## src/rtl/comms_pkg.sv

```systemverilog
// Shared types and helpers for the UART transmit arbitration blocks.
// The state enum and the minimum-one-bit width helper are defined here.
package comms_pkg;

  typedef enum logic [1:0] {
    OCIOSO    = 2'd0,
    CONCEDIDO = 2'd1,
    FINALIZA  = 2'd2
  } estado_t;

  // clog2 that never returns zero, so a 2-entry index still gets one bit
  function automatic int largura(input int n);
    return (n <= 2) ? 1 : $clog2(n);
  endfunction

endpackage

```

## src/rtl/rr_seletor.sv

```systemverilog
// Combinational round-robin picker: the first set request searching upward
// from the source after the last granted one, wrapping around.
module rr_seletor
  import comms_pkg::*;
#(
  parameter int  NUM_FONTES = 4,
  localparam int IW         = largura(NUM_FONTES)
) (
  input  logic [NUM_FONTES-1:0] pedido,
  input  logic [IW-1:0]         ultimo,
  output logic                  valido,
  output logic [IW-1:0]         indice
);

  logic [IW-1:0] idx;

  // Walk the ring from farthest to nearest so the nearest hit is written last.
  always_comb begin
    valido = |pedido;
    indice = '0;
    idx    = '0;
    for (int k = NUM_FONTES; k >= 1; k--) begin
      idx = IW'((int'(ultimo) + k) % NUM_FONTES);
      if (pedido[idx]) indice = idx;
    end
  end

endmodule

```

## src/rtl/tx_event_arbiter.sv

```systemverilog
// Grants one of several event senders exclusive use of a single UART
// transmitter, round-robin, with a grant-length watchdog.
module tx_event_arbiter
  import comms_pkg::*;
#(
  parameter int  NUM_FONTES     = 4,
  parameter int  TIMEOUT_CICLOS = 100000,
  localparam int IW             = largura(NUM_FONTES),
  localparam int WW             = largura(TIMEOUT_CICLOS + 1)
) (
  input  logic                    clock,
  input  logic                    reset,
  input  logic [NUM_FONTES-1:0]   pedido,
  output logic [NUM_FONTES-1:0]   habilitar_envio,
  input  logic [NUM_FONTES-1:0]   fonte_iniciar_envio,
  input  logic [8*NUM_FONTES-1:0] fonte_dado_saida,
  input  logic [NUM_FONTES-1:0]   fonte_envio_concluido,
  input  logic                    uart_ocupado,
  output logic                    uart_iniciar_envio,
  output logic [7:0]              uart_dado,
  output logic [IW-1:0]           fonte_atual,
  output logic                    ocupado,
  output logic                    erro_timeout
);

  localparam logic [WW-1:0] WD_LIMITE = WW'(TIMEOUT_CICLOS - 1);

  estado_t       estado, proximo;
  logic [IW-1:0] ultimo;
  logic [IW-1:0] sel_indice;
  logic          sel_valido;
  logic [WW-1:0] watchdog;
  logic          concluiu, caiu, estourou;

  rr_seletor #(.NUM_FONTES(NUM_FONTES)) u_seletor (
    .pedido (pedido),
    .ultimo (ultimo),
    .valido (sel_valido),
    .indice (sel_indice)
  );

  assign concluiu = fonte_envio_concluido[fonte_atual];
  assign caiu     = ~pedido[fonte_atual];
  // Watchdog holds the count of grant cycles already completed.
  assign estourou = (watchdog == WD_LIMITE);
  assign ocupado  = (estado != OCIOSO);

  always_comb begin
    proximo            = estado;
    uart_iniciar_envio = 1'b0;
    uart_dado          = 8'h00;
    case (estado)
      OCIOSO:    if (sel_valido) proximo = CONCEDIDO;
      CONCEDIDO: if (concluiu || caiu || estourou) proximo = FINALIZA;
      FINALIZA:  if (!uart_ocupado) proximo = OCIOSO;
      default:   proximo = OCIOSO;
    endcase
    if (estado == CONCEDIDO) begin
      uart_iniciar_envio = fonte_iniciar_envio[fonte_atual];
      for (int i = 0; i < NUM_FONTES; i++) begin
        if (fonte_atual == IW'(i)) uart_dado = fonte_dado_saida[8*i +: 8];
      end
    end
  end

  always_ff @(posedge clock or posedge reset) begin
    if (reset) begin
      estado          <= OCIOSO;
      habilitar_envio <= '0;
      watchdog        <= '0;
      ultimo          <= IW'(NUM_FONTES - 1);
      fonte_atual     <= '0;
      erro_timeout    <= 1'b0;
    end else begin
      estado       <= proximo;
      // A conclusion or a dropped request on the same cycle suppresses the error.
      erro_timeout <= (estado == CONCEDIDO) && !concluiu && !caiu && estourou;
      case (estado)
        OCIOSO: begin
          if (sel_valido) begin
            habilitar_envio <= {{(NUM_FONTES-1){1'b0}}, 1'b1} << sel_indice;
            fonte_atual     <= sel_indice;
            watchdog        <= '0;
          end
        end
        CONCEDIDO: begin
          watchdog <= watchdog + 1'b1;
          if (proximo == FINALIZA) habilitar_envio <= '0;
        end
        FINALIZA: begin
          if (!uart_ocupado) ultimo <= fonte_atual;
        end
        default: habilitar_envio <= '0;
      endcase
    end
  end

endmodule

```

## config.mk

```make
export PLATFORM = sky130hd
export DESIGN_NAME = tx_event_arbiter
export DESIGN_NICKNAME = d
export VERILOG_FILES = /design/src/rtl/comms_pkg.sv /design/src/rtl/rr_seletor.sv /design/src/rtl/tx_event_arbiter.sv
export SDC_FILE = /design/constraint.sdc
export NUM_CORES = 1
export LEC_CHECK = 0
export ABC_AREA = 1
export BUFFER_PORTS_ARGS = -buffer_cell sky130_fd_sc_hd__buf_2
export CAP_MARGIN = 20
export CORE_AREA = 2 2 73 75
export CTS_BUF_LIST = sky130_fd_sc_hd__clkbuf_16
export DETAILED_ROUTE_END_ITERATION = 8
export DIE_AREA = 0 0 75 77
export PLACE_DENSITY_LB_ADDON = 0.1
export SLEW_MARGIN = 10
export SYNTH_ARGS = -nofsm -noshare
export SYNTH_HDL_FRONTEND = slang
export SYNTH_HIERARCHICAL = 1
export SYNTH_SLANG_ARGS = --single-unit
```

## constraint.sdc

```tcl
create_clock -name clock -period 2.1 [get_ports clock]
set_clock_uncertainty 0.1 [all_clocks]
set_input_delay 0.105 -clock clock [delete_from_list [all_inputs] [get_ports clock]]
set_output_delay 0.105 -clock clock [all_outputs]
set_load 0.05 [all_outputs]
```

==> metrics.md <==
| Metric | Value |
|---|---|
| Routed vias | 2330 |
| Final WS setup | 0.1454 ns |
| Mean routed wirelength per cell | 11.69 µm |
| DP Worst Slack | 0.2033 ns |
| Reg power frac | 0.218 |
| Met3 GRT Util | 0.01971 |
| DP HPWL | 4.312 mm |
| Routed wire length | 5.505 mm |
| Worst r2r src | ultimo[0] |
| Reg2Reg Setup Slack | 0.23 ns |
| Endpoints failing hold | 0 |
| Hold EP | erro_timeout |
| Worst path slowest cell | dfrtp_2 |
| Global placement routability congestion | 0.8538 |
| Synth Register Bits | 28 |
| Worst Hold Class | in2reg |
| CTS max path bufs | 2 |
| Combinational power share | 0.664 |
| Async set-reset flop share out of synthesis | 1.000 |
| Power Internal | 1.706 mW |
| YS warnings | 6 |
| Leakage power | about 1.4 nW |
| Startpoint Class | register |
| Layout area overhead | 27.23% |
| Clock transition at path regs | 0.07 ns |
| Pwr per Cell Area | roughly 1300 mW/mm² |
| Sequential fraction of the synthesis area | 0.3249 |
| Syn nets | between 300 and 400 |
| Core area | 0.004977 mm² |
| Crit Path Class | reg2out |
| Top cell type by total area after synthesis | dfrtp_1 |
| Root Buffer | clkbuf_16 |
| Most used routing layer | met2 |
| Area of the mapped netlist | 0.002165 mm² |
| Cell family with most CP delay | flip-flops |
| CP endpoint kind | output port |
| Pre-antenna DRT Iters | 4 |
| CP max stage delay | 0.48 ns |
| FF-to-FF path depth | 11 |
| Max cap viols | 0 |
| FF-to-FF End | habilitar_envio[3] |
| Vias in the first global route | 2234 |
| Net count, final | 450 |
| CP Cell Sequence | nand2_4 -> clkinvlp_4 -> nor2_1 -> o221ai_1 -> a21oi_2 -> buf_2 |
| Final Max Tran Viols | 0 |
| Layout cells sized above 1 | 0.2943 |
| Unrepaired setup endpoints after global routing | false |
| Setup_tns | 0 ns |
| Worst Path Arrival | 1.75 ns |
| Predominant post-synthesis flop cell | dfrtp_1 |
| CP max FO | 9 |
| Peak VDD IR | approximately 0.76 mV |
| Worst EP required | 1.89 ns |
| CTS tree | done |
| Die Y | roughly 77 µm |
| First-pass GRT wire length | 9.604 mm |
| CTS Buf Count | 3 |
| Clock sink count | 28 |
| Initial antenna violation count | 0 |
| Die width | 75 µm |
| Total global-route track usage | 0.2058 |
| Outcome | finished clean |
| Worst hold path depth | 8 |
| # diodes | 0 |
| Yosys top cell area share | 0.3006 |
| Post-DP Area | 0.002585 mm² |
| Final min period | approximately 2.0 ns |
| Vias/cell | 4.947 |
| Actual slew at the worst max-slew pin | 0.4301 ns |
| Non-filler cells, final | 471 |
| Max_slew headroom | 0.7122 |
| Grt met1 use | 0.2637 |
| Clock share of power | 0.118 |
| Syn Area/Cell | around 6.6 µm² |
| Setup-failing EPs final | 0 |
| DRT iter0 DRCs | approximately 120 |
| DRT antenna net count | 0 |
| Number of synthesized flops with an enable pin | 0 |
| GRT Residual Overflow | 0 |
| H-Tree Depth | 1 |
| Worst-Skew Late Latency | about 0.26 ns |
| Worst Path Buf+Inv | 2 |
| Dpl cells | 459 |
| Die area | between 0.005 and 0.006 mm² |
| Pin count of the biggest net entering global routing | 29 |
| Synth unique cells | 36 |
| IO Port Bufs | 63 |
| Starting density of the core | 0.4349 |
| I/O pin cnt | 64 |
| Hold Crit Start | fonte_envio_concluido[0] |
| Highest Clock Rate | 0.5116 GHz |
| Met2 GRT Util | 0.3640 |
| Area contributors post-synth | dfrtp_1 30%, nand2_1 17%, o21ai_0 6.9% |
| Num rows | 26 |
| Psw | 1.952 mW |
| Post-layout util | 0.5533 |
| Final Cell Area | 0.002754 mm² |
| Sw frac | 0.5336 |
| Final period utilization | 0.9308 |
| Cells after Synth | 328 |
| Drt drc | 0 |
| Critical Path Start | fonte_atual[0] |
-- state kept, by name, summed over array words and instances (netlist names) --
signal           cells
watchdog            17
erro_timeout         1
estado               2
fonte_atual          2
ultimo               2
habilitar_envio      4
-- placed cells by master (no fill, tap or decap), types with 2 or more instances in the layout --
cell / synthesis / layout
clkbuf_4: 0 / 2
dfrtp_1: 26 / 24
nand4_1: 6 / 6
o221ai_1: 3 / 3
nand2_1: 98 / 98
nor3_1: 11 / 11
o22ai_1: 2 / 2
buf_4: 1 / 9
nand2_4: 4 / 4
dfrtp_2: 0 / 2
clkinv_1: 2 / 2
dfstp_2: 2 / 2
o21ai_2: 3 / 3
dlygate4sd3_1: 0 / 2
nor2_1: 25 / 25
a21oi_1: 10 / 2
inv_2: 2 / 2
inv_1: 39 / 38
nand3_1: 28 / 28
nor2_4: 2 / 2
clkinvlp_4: 0 / 2
o21bai_1: 2 / 2
nand2_2: 9 / 9
buf_2: 3 / 62
o21ai_0: 30 / 30
a22oi_1: 3 / 3
clkbuf_16: 0 / 3
a21oi_2: 1 / 9
inv_4: 2 / 2
-- final cells by class --
class | instances | area, µm²
Timing Repair Buffer | 76 | 432.9
Multi-Input combinational cell | 248 | 1267
Clock buffer | 3 | 75.07
Inverter | 45 | 181.4
Sequential cell | 28 | 705.7
Tap cell | 70 | 87.58
Clock inverter | 1 | 3.754
Fill cell | 500 | 2223
-- worst max path at each step --
stage | to | slack, ns | cells past startpoint
6_report | uart_dado[4] | 0.15 | 6
5_1_grt | habilitar_envio[3] | 0.04 | 11
4_1_cts | uart_dado[5] | 0.003 | 6
3_5_place_dp | habilitar_envio[1] | 0.20 | 14
3_3_place_gp | habilitar_envio[1] | 0.23 | 12
2_1_floorplan | uart_dado[4] | 0.07 | 6
-- routing by layer --
metal	wire length, µm	vias to the layer above
li1	-	1218
met1	2498	1080
met2	2885	30
met3	92	2
met4	28	0
met5	0	-
-- synthesized netlist by cell type, types with 2 or more instances --
cell	count
nor3_1	11
nand2_1	98
o21ai_2	3
a22oi_1	3
nand4_1	6
clkinv_1	2
o21ai_0	30
inv_4	2
o221ai_1	3
nand2_4	4
nor2_1	25
buf_6	3
nand3_1	28
inv_1	39
inv_2	2
nor2_4	2
a21oi_1	10
dfstp_2	2
o22ai_1	2
nand2_2	9
dfrtp_1	26
buf_2	3
o21bai_1	2
-- power by group through the flow --
stage	Combinational [mW]	Sequential, mW	Clock, mW
detailed placement	2.28	0.825	0
floorplan	1.80	0.867	0
finish	2.43	0.796	0.433
global placement	2.26	0.823	0
global route	2.69	0.820	0.474
CTS	2.29	0.816	0.452
-- logic make-up after synthesis --
family          Yosys count  synth area share
compound gates           58            0.1566
xor+xnor                  2          0.008094
flops                    28            0.3249
simple gates            187            0.3983
fa+ha+maj                 1          0.005779
buf+inv                  52            0.1064
-- through the flow --
step / total power [mW] / hold slack [ns]
CTS: 3.558 / 0.2133
detailed placement: 3.109 / 0.09988
floorplan: 2.668 / 0.06893
global route: 3.982 / 0.2290
finish: 3.659 / 0.2129
global placement: 3.087 / 0.08772
-- worst reg2reg max path: stages (launching register included) --
cell and delay (ns):
dfstp_2 0.56, clkbuf_4 0.18, nand2_1 0.06, nand2_1 0.07, nor2_1 0.04, o21ai_1 0.13
nand2_1 0.08, a21oi_2 0.16, inv_1 0.08, nor3_1 0.19, nand3_1 0.10, nand2_1 0.08
-- what timing repair did --
item / in CTS / in global routing
hold buffers: 2 / 0
setup buffers: 0 / 6
setup endpoints to repair: 0 / 10
endpoints found under the hold margin: 27 / 0
gates resized for setup: 0 / 6
Power figures use the tool's default switching activity.
